<file path="src/rtl/instruction_fetch.sv">
// Instruction fetch front end: owns the PC, drives the word address to a combinational
// instruction memory and registers the returned word into a one-entry valid/ready stage.
module instruction_fetch #(
    parameter logic [31:0] RESET_PC = 32'h0000_0000,
    parameter int unsigned PC_STEP  = 4
) (
    input  logic        clk,
    input  logic        rst_n,
    input  logic        fetch_enable,
    output logic [31:0] imem_address,
    input  logic [31:0] imem_instruction,
    input  logic        redirect_valid,
    input  logic [31:0] redirect_pc,
    output logic        if_valid,
    input  logic        if_ready,
    output logic [31:0] if_instruction,
    output logic [31:0] if_pc,
    output logic        if_misaligned
);

    localparam int unsigned XLEN = 32;

    typedef enum logic {
        IDLE = 1'b0,
        RUN  = 1'b1
    } state_t;

    state_t            state;
    state_t            state_next;
    logic [XLEN-1:0]   pc;
    logic [XLEN-1:0]   pc_next_c;
    logic              can_load_c;
    logic              load_c;
    logic              drain_c;

    // State register
    always_ff @(posedge clk or negedge rst_n) begin
        if (!rst_n) begin
            state <= IDLE;
        end else begin
            state <= state_next;
        end
    end

    // Next-state logic; redirects never change the run/idle decision
    always_comb begin
        state_next = state;
        case (state)
            IDLE:    if (fetch_enable)  state_next = RUN;
            RUN:     if (!fetch_enable) state_next = IDLE;
            default: state_next = IDLE;
        endcase
    end

    // Output/control decode: redirect beats load, load beats drain
    always_comb begin
        can_load_c = 1'b0;
        load_c     = 1'b0;
        drain_c    = 1'b0;
        pc_next_c  = pc;

        can_load_c = !if_valid || if_ready;
        load_c     = (state == RUN) && fetch_enable && !redirect_valid && can_load_c;
        drain_c    = !redirect_valid && !load_c && if_valid && if_ready;

        if (redirect_valid) begin
            pc_next_c = redirect_pc;
        end else if (load_c) begin
            pc_next_c = pc + XLEN'(PC_STEP);
        end
    end

    always_ff @(posedge clk or negedge rst_n) begin
        if (!rst_n) begin
            pc <= RESET_PC;
        end else begin
            pc <= pc_next_c;
        end
    end

    // One-entry output stage; a redirect flushes it even if decode is accepting
    always_ff @(posedge clk or negedge rst_n) begin
        if (!rst_n) begin
            if_valid       <= 1'b0;
            if_instruction <= '0;
            if_pc          <= '0;
            if_misaligned  <= 1'b0;
        end else if (redirect_valid) begin
            if_valid <= 1'b0;
        end else if (load_c) begin
            if_valid       <= 1'b1;
            if_instruction <= imem_instruction;
            if_pc          <= pc;
            if_misaligned  <= (pc[1:0] != 2'b00);
        end else if (drain_c) begin
            if_valid <= 1'b0;
        end
    end

    // Memory decodes words; byte offset bits are dropped, not trapped, here
    assign imem_address = {2'b00, pc[XLEN-1:2]};

endmodule
</file>
<file path="config.mk">
export PLATFORM = sky130hd
export DESIGN_NAME = instruction_fetch
export DESIGN_NICKNAME = d
export VERILOG_FILES = /design/src/rtl/instruction_fetch.sv
export SDC_FILE = /design/constraint.sdc
export NUM_CORES = 1
export LEC_CHECK = 0
export ABC_AREA = 0
export CORE_ASPECT_RATIO = 0.8
export CORE_MARGIN = 2
export CORE_UTILIZATION = 49
export DETAILED_ROUTE_END_ITERATION = 7
export PLACE_DENSITY = 0.86
export SLEW_MARGIN = 40
export SYNTH_ARGS = -nofsm -noshare
export SYNTH_HDL_FRONTEND = slang
export SYNTH_SLANG_ARGS = --single-unit
</file>
<file path="constraint.sdc">
create_clock -name clk -period 4.95 [get_ports clk]
set_clock_uncertainty 0.15 [all_clocks]
set_input_delay 1.485 -clock clk [delete_from_list [all_inputs] [get_ports clk]]
set_output_delay 1.485 -clock clk [all_outputs]
set_load 0.005 [all_outputs]
</file>
Word level (Yosys, flattened, before mapping)
Index checks and enable logic that the tools add are counted.
{ "word_totals": {"n_memories": 0, "latch_bits": 0, "regBits": 99, "rom_bits": 0, "ram_bits": 0, "out_inout_bits": 98} }
{ "classes": {"shift": 0, "n_bitwise": 1, "order_cmp": 0, "add_sub_neg": 1, "eq_ne": 0, "reduce_logical": 14, "n_mul": 0, "muxes": 6, "n_div": 0} }
{ "ops": {"columns": ["cell", "count"], "rows": [
  ["$mux 32", 2],
  ["$add 32x3->32 const B", 1],
  ["$logic_and 1x1->1", 6],
  ["$mux 1", 4],
  ["$reduce_bool 2->1", 2],
  ["$logic_not 1->1", 3],
  ["$reduce_bool 3->1", 1],
  ["$reduce_and 2->1", 1],
  ["$logic_or 1x1->1", 1],
  ["$not 1->1", 1]
]} }

Longest topological paths before layout
{ "logic_depth": {"depth_word": 10, "mapped_depth": 6, "ltp_nobuf": 5} }

Worst setup path after synthesis
No wires, ideal clock.
{ "synth_path": {"path_kind": "input -> register", "startpoint": "in if_ready", "endpoint": "reg pc[15]", "path_buffers": 1, "path_slack_ns": 1.827, "required_time_ns": 4.718, "arrival_time_ns": 2.891, "stages": 5, "cell_sequence": "and2b_4 > or4_4 > buf_6 > or4_1 > a31oi_1"} }
{ "synth_via": {"elab_chain_len": 3} }
{ "synth_rtl": {"columns": ["item", "line", "source"], "rows": [
  ["start, declared", "15", "input logic if_ready,"],
  ["$logic_or 1x1->1", "62", "can_load_c = !if_valid || if_ready;"],
  ["$logic_and 1x1->1", "63", "load_c = (state == RUN) && fetch_enable && !redirect_valid && can_load_c;"],
  ["$reduce_bool 2->1 (no line)", null, null],
  ["end signal, assigned", "77", "pc <= pc_next_c;"],
  ["end, declared", "30", "logic [XLEN-1:0] pc;"]
]} }
No other way between the ends.
A chain may end at the register's enable or synchronous reset.

Worst setup path in the final report
{ "layout_path": {"startpoint": "in fetch_enable", "endpoint": "reg pc[23]"} }
{ "layout_via": {"elab_chain_len": 4} }
{ "layout_rtl": {"columns": ["item", "line", "source"], "rows": [
  ["start, declared", "9", "input logic fetch_enable,"],
  ["$logic_and 1x1->1 (3 in series)", "63", null],
  ["$reduce_bool 2->1 (no line)", null, null]
]} }
No other way between the ends.

==> impl_metrics.json <==
{
  "yosys.area.top_type_share": 0.531,
  "final_cells": 651,
  "cts_tree": "yes",
  "clkPwrFrac": 0.290,
  "cts_hold_buf": 0,
  "post-place-ws_ps": 1210,
  "io_pins": 167,
  "setup_violations": 0,
  "wl_met1_mm": 4.75,
  "yosysUniqueCellTypes": 42,
  "cts_root_buffer": "clkbuf_16",
  "detail-route-antenna-nets": 0,
  "critPathRequiredTime_ps": 5060,
  "grt_pass1_wl_mm": 19.9,
  "syn-cell-area_um2": 4670,
  "synth_seq_area_share": 0.531,
  "gp_congestion": 0.796,
  "die-area_um2": 10300,
  "min_path_type": "flop to flop",
  "finalHoldViolCount": 0,
  "placement.io_buffers": 164,
  "pwr-share-comb": 0.254,
  "leakage_uw": 0.00251,
  "cp-start-kind": "primary input",
  "drive_gt1_frac": 0.179,
  "drv_cap": 0,
  "highest_layer": "met4",
  "synthCells": 402,
  "gr-total-overflow": 0,
  "synth_area_leader_cell": "dfrtp_1",
  "period_needed_ps": 3400,
  "placed_area_um2": 6170,
  "num_vias": 3647,
  "vias_per_cell": 5.60,
  "clk_latency_ps": 350,
  "irDropWorstVdd_mv": 0.324,
  "antennaDiodeCount": 0,
  "clockBufferDepth": 2,
  "finalWorstSetupSlack_ps": 1550,
  "wl_per_cell_um": 18.6,
  "path_max_fanout": 12,
  "fin_nets": 601,
  "wl_mm": 12.1,
  "post_cts_resized": 0,
  "synthArstFlopShare": 1.00,
  "detail_route.iter0.violations": 180,
  "cts.clk_slew.worst_paths_ps": 60,
  "synth_edf_count": 0,
  "die_h_um": 91.3,
  "grt_pass1_vias": 3851,
  "hold_path.startpoint": "if_pc[12]",
  "slowest_delay_ps": 660,
  "place.detailed.hpwl_mm": 8.72,
  "core_area_um2": 9150,
  "synth_ff_type": "dfrtp_1",
  "cts_buffers": 9,
  "area_delta_synth_final_pct": 38.5,
  "wl_met3_mm": 1.33,
  "synth_area_leaders": "dfrtp_1, mux2_2, buf_4",
  "final_common_cell": "clkdlybuf4s50_1",
  "drc_errors": 10,
  "initial_core_util": 0.510,
  "worst_ep_arrival_time_ps": 3510,
  "firstDrtPassIters": 7,
  "p_sw_frac": 0.261,
  "clock.fmax_mhz": 295,
  "grt_max_degree": 87,
  "rr_startpoint": "pc[2]",
  "worst_pin_slew_ps": 695,
  "row_count": 31,
  "post-cts-setup-buffers": 0,
  "p_int_uw": 1730,
  "p_sw_uw": 611,
  "antenna_found_initial": 0,
  "cp-startpoint": "fetch_enable",
  "period_share": 0.686,
  "clock-sinks": 99,
  "crit_chain": "clkdlybuf4s50_1 -> nand2_1 -> or4_4 -> or4_1 -> a31oi_1",
  "p_per_area_nw_per_um2": 362,
  "wl_met2_mm": 5.85,
  "dp.cells": 635,
  "rsz0062_at_grt": "false",
  "htree_levels": 3,
  "mostFrequentLayoutCells": "clkdlybuf4s50_1, dfrtp_1, mux2_2",
  "hold_ws_ps": 354,
  "slew_viol_final": 0,
  "violations": "design-rule violations",
  "design_area_um2": 6460,
  "crit_slowest_cell": "or4_4",
  "p_seq_frac": 0.456,
  "ys_warn_count": 0,
  "track_usage": 0.246,
  "relSlewSlack": 0.536,
  "outcome": "finished, violations left",
  "worstSetupEndpointType": "flop",
  "synth.avg_cell_area_um2": 11.6,
  "synth.ff_latch_count": 99,
  "tns_ps": 0,
  "crit_type": "primary input to flop",
  "die-width_um": 113
}
-- synth_stat cells, types with 4 or more instances --
cell type	n
or4_1	17
buf_2	5
mux2_2	65
clkbuf_1	14
o21ai_0	12
dfrtp_1	99
nor2b_1	4
o311ai_0	4
xnor2_1	4
nand2_1	25
a31oi_1	14
nand4_1	12
nor2_1	19
nand3_1	15
o31ai_1	14
buf_4	32
-- routing by layer --
metal  GRT usage  vias up
met1       0.302     1779
met2       0.402      154
met5           0        -
met4      0.0711        0
met3       0.100       18
li1            -     1696
-- stage by stage --
step / power (uW) / util
2_1_floorplan: 1280 / -
3_3_place_gp: 1650 / 0.674
3_5_place_dp: 1670 / 0.674
4_1_cts: 2360 / 0.706
5_1_grt: 2450 / 0.706
6_report: 2340 / 0.706
-- area by class of cell --
| cell class | count | area, um2 |
|---|---|---|
| Clock inverter | 5 | 37.5 |
| Timing Repair Buffer | 169 | 1680 |
| Multi-Input combinational cell | 249 | 1860 |
| Tap cell | 115 | 144 |
| Sequential cell | 99 | 2480 |
| Clock buffer | 11 | 253 |
| Fill cell | 665 | 2690 |
| Inverter | 3 | 11.3 |
-- registers in the layout, summed over array words and instances (netlist names) --
| signal | cells |
|---|---|
| if_pc | 32 |
| if_instruction | 32 |
| state | 1 |
| if_misaligned | 1 |
| if_valid | 1 |
| pc | 32 |
-- kinds of logic (layout without fill, tap and decap cells) --
group | count (synthesis) | in the layout | synth area share
simple gates | 120 | 120 | 0.145
flops | 99 | 99 | 0.531
mux | 66 | 66 | 0.159
buf+inv | 55 | 188 | 0.0729
compound gates | 53 | 53 | 0.0756
xor+xnor | 7 | 7 | 0.0131
fa+ha+maj | 1 | 1 | 0.00268
other cells | 1 | 2 | 0.000804
-- power by group through the flow --
stage | Combinational (uW) | Clock (uW) | Sequential (uW)
after floorplan | 218 | 0 | 1060
after global placement | 580 | 0 | 1070
after detailed placement | 598 | 0 | 1080
after CTS | 603 | 689 | 1070
after global routing | 641 | 724 | 1090
final | 594 | 679 | 1060
-- critical path, delay by kind of cell --
kind | cells | cell delay, ps
and+or+nand+nor | 3 | 1360
buffers and inverters | 1 | 490
AOI/OAI and AO/OA | 1 | 170
-- final timing paths --
check	endpoint	slack, ps	cells past startpoint
worst min-delay path	if_pc[12]	350	1
worst max register to register	pc[26]	2600	5
min in group asynchronous	pc[13]	1000	1
worst min register to register	if_pc[12]	350	1
worst max-delay path	pc[23]	1550	5
max in group asynchronous	if_pc[23]	2990	2
Power figures use the tool's default switching activity.
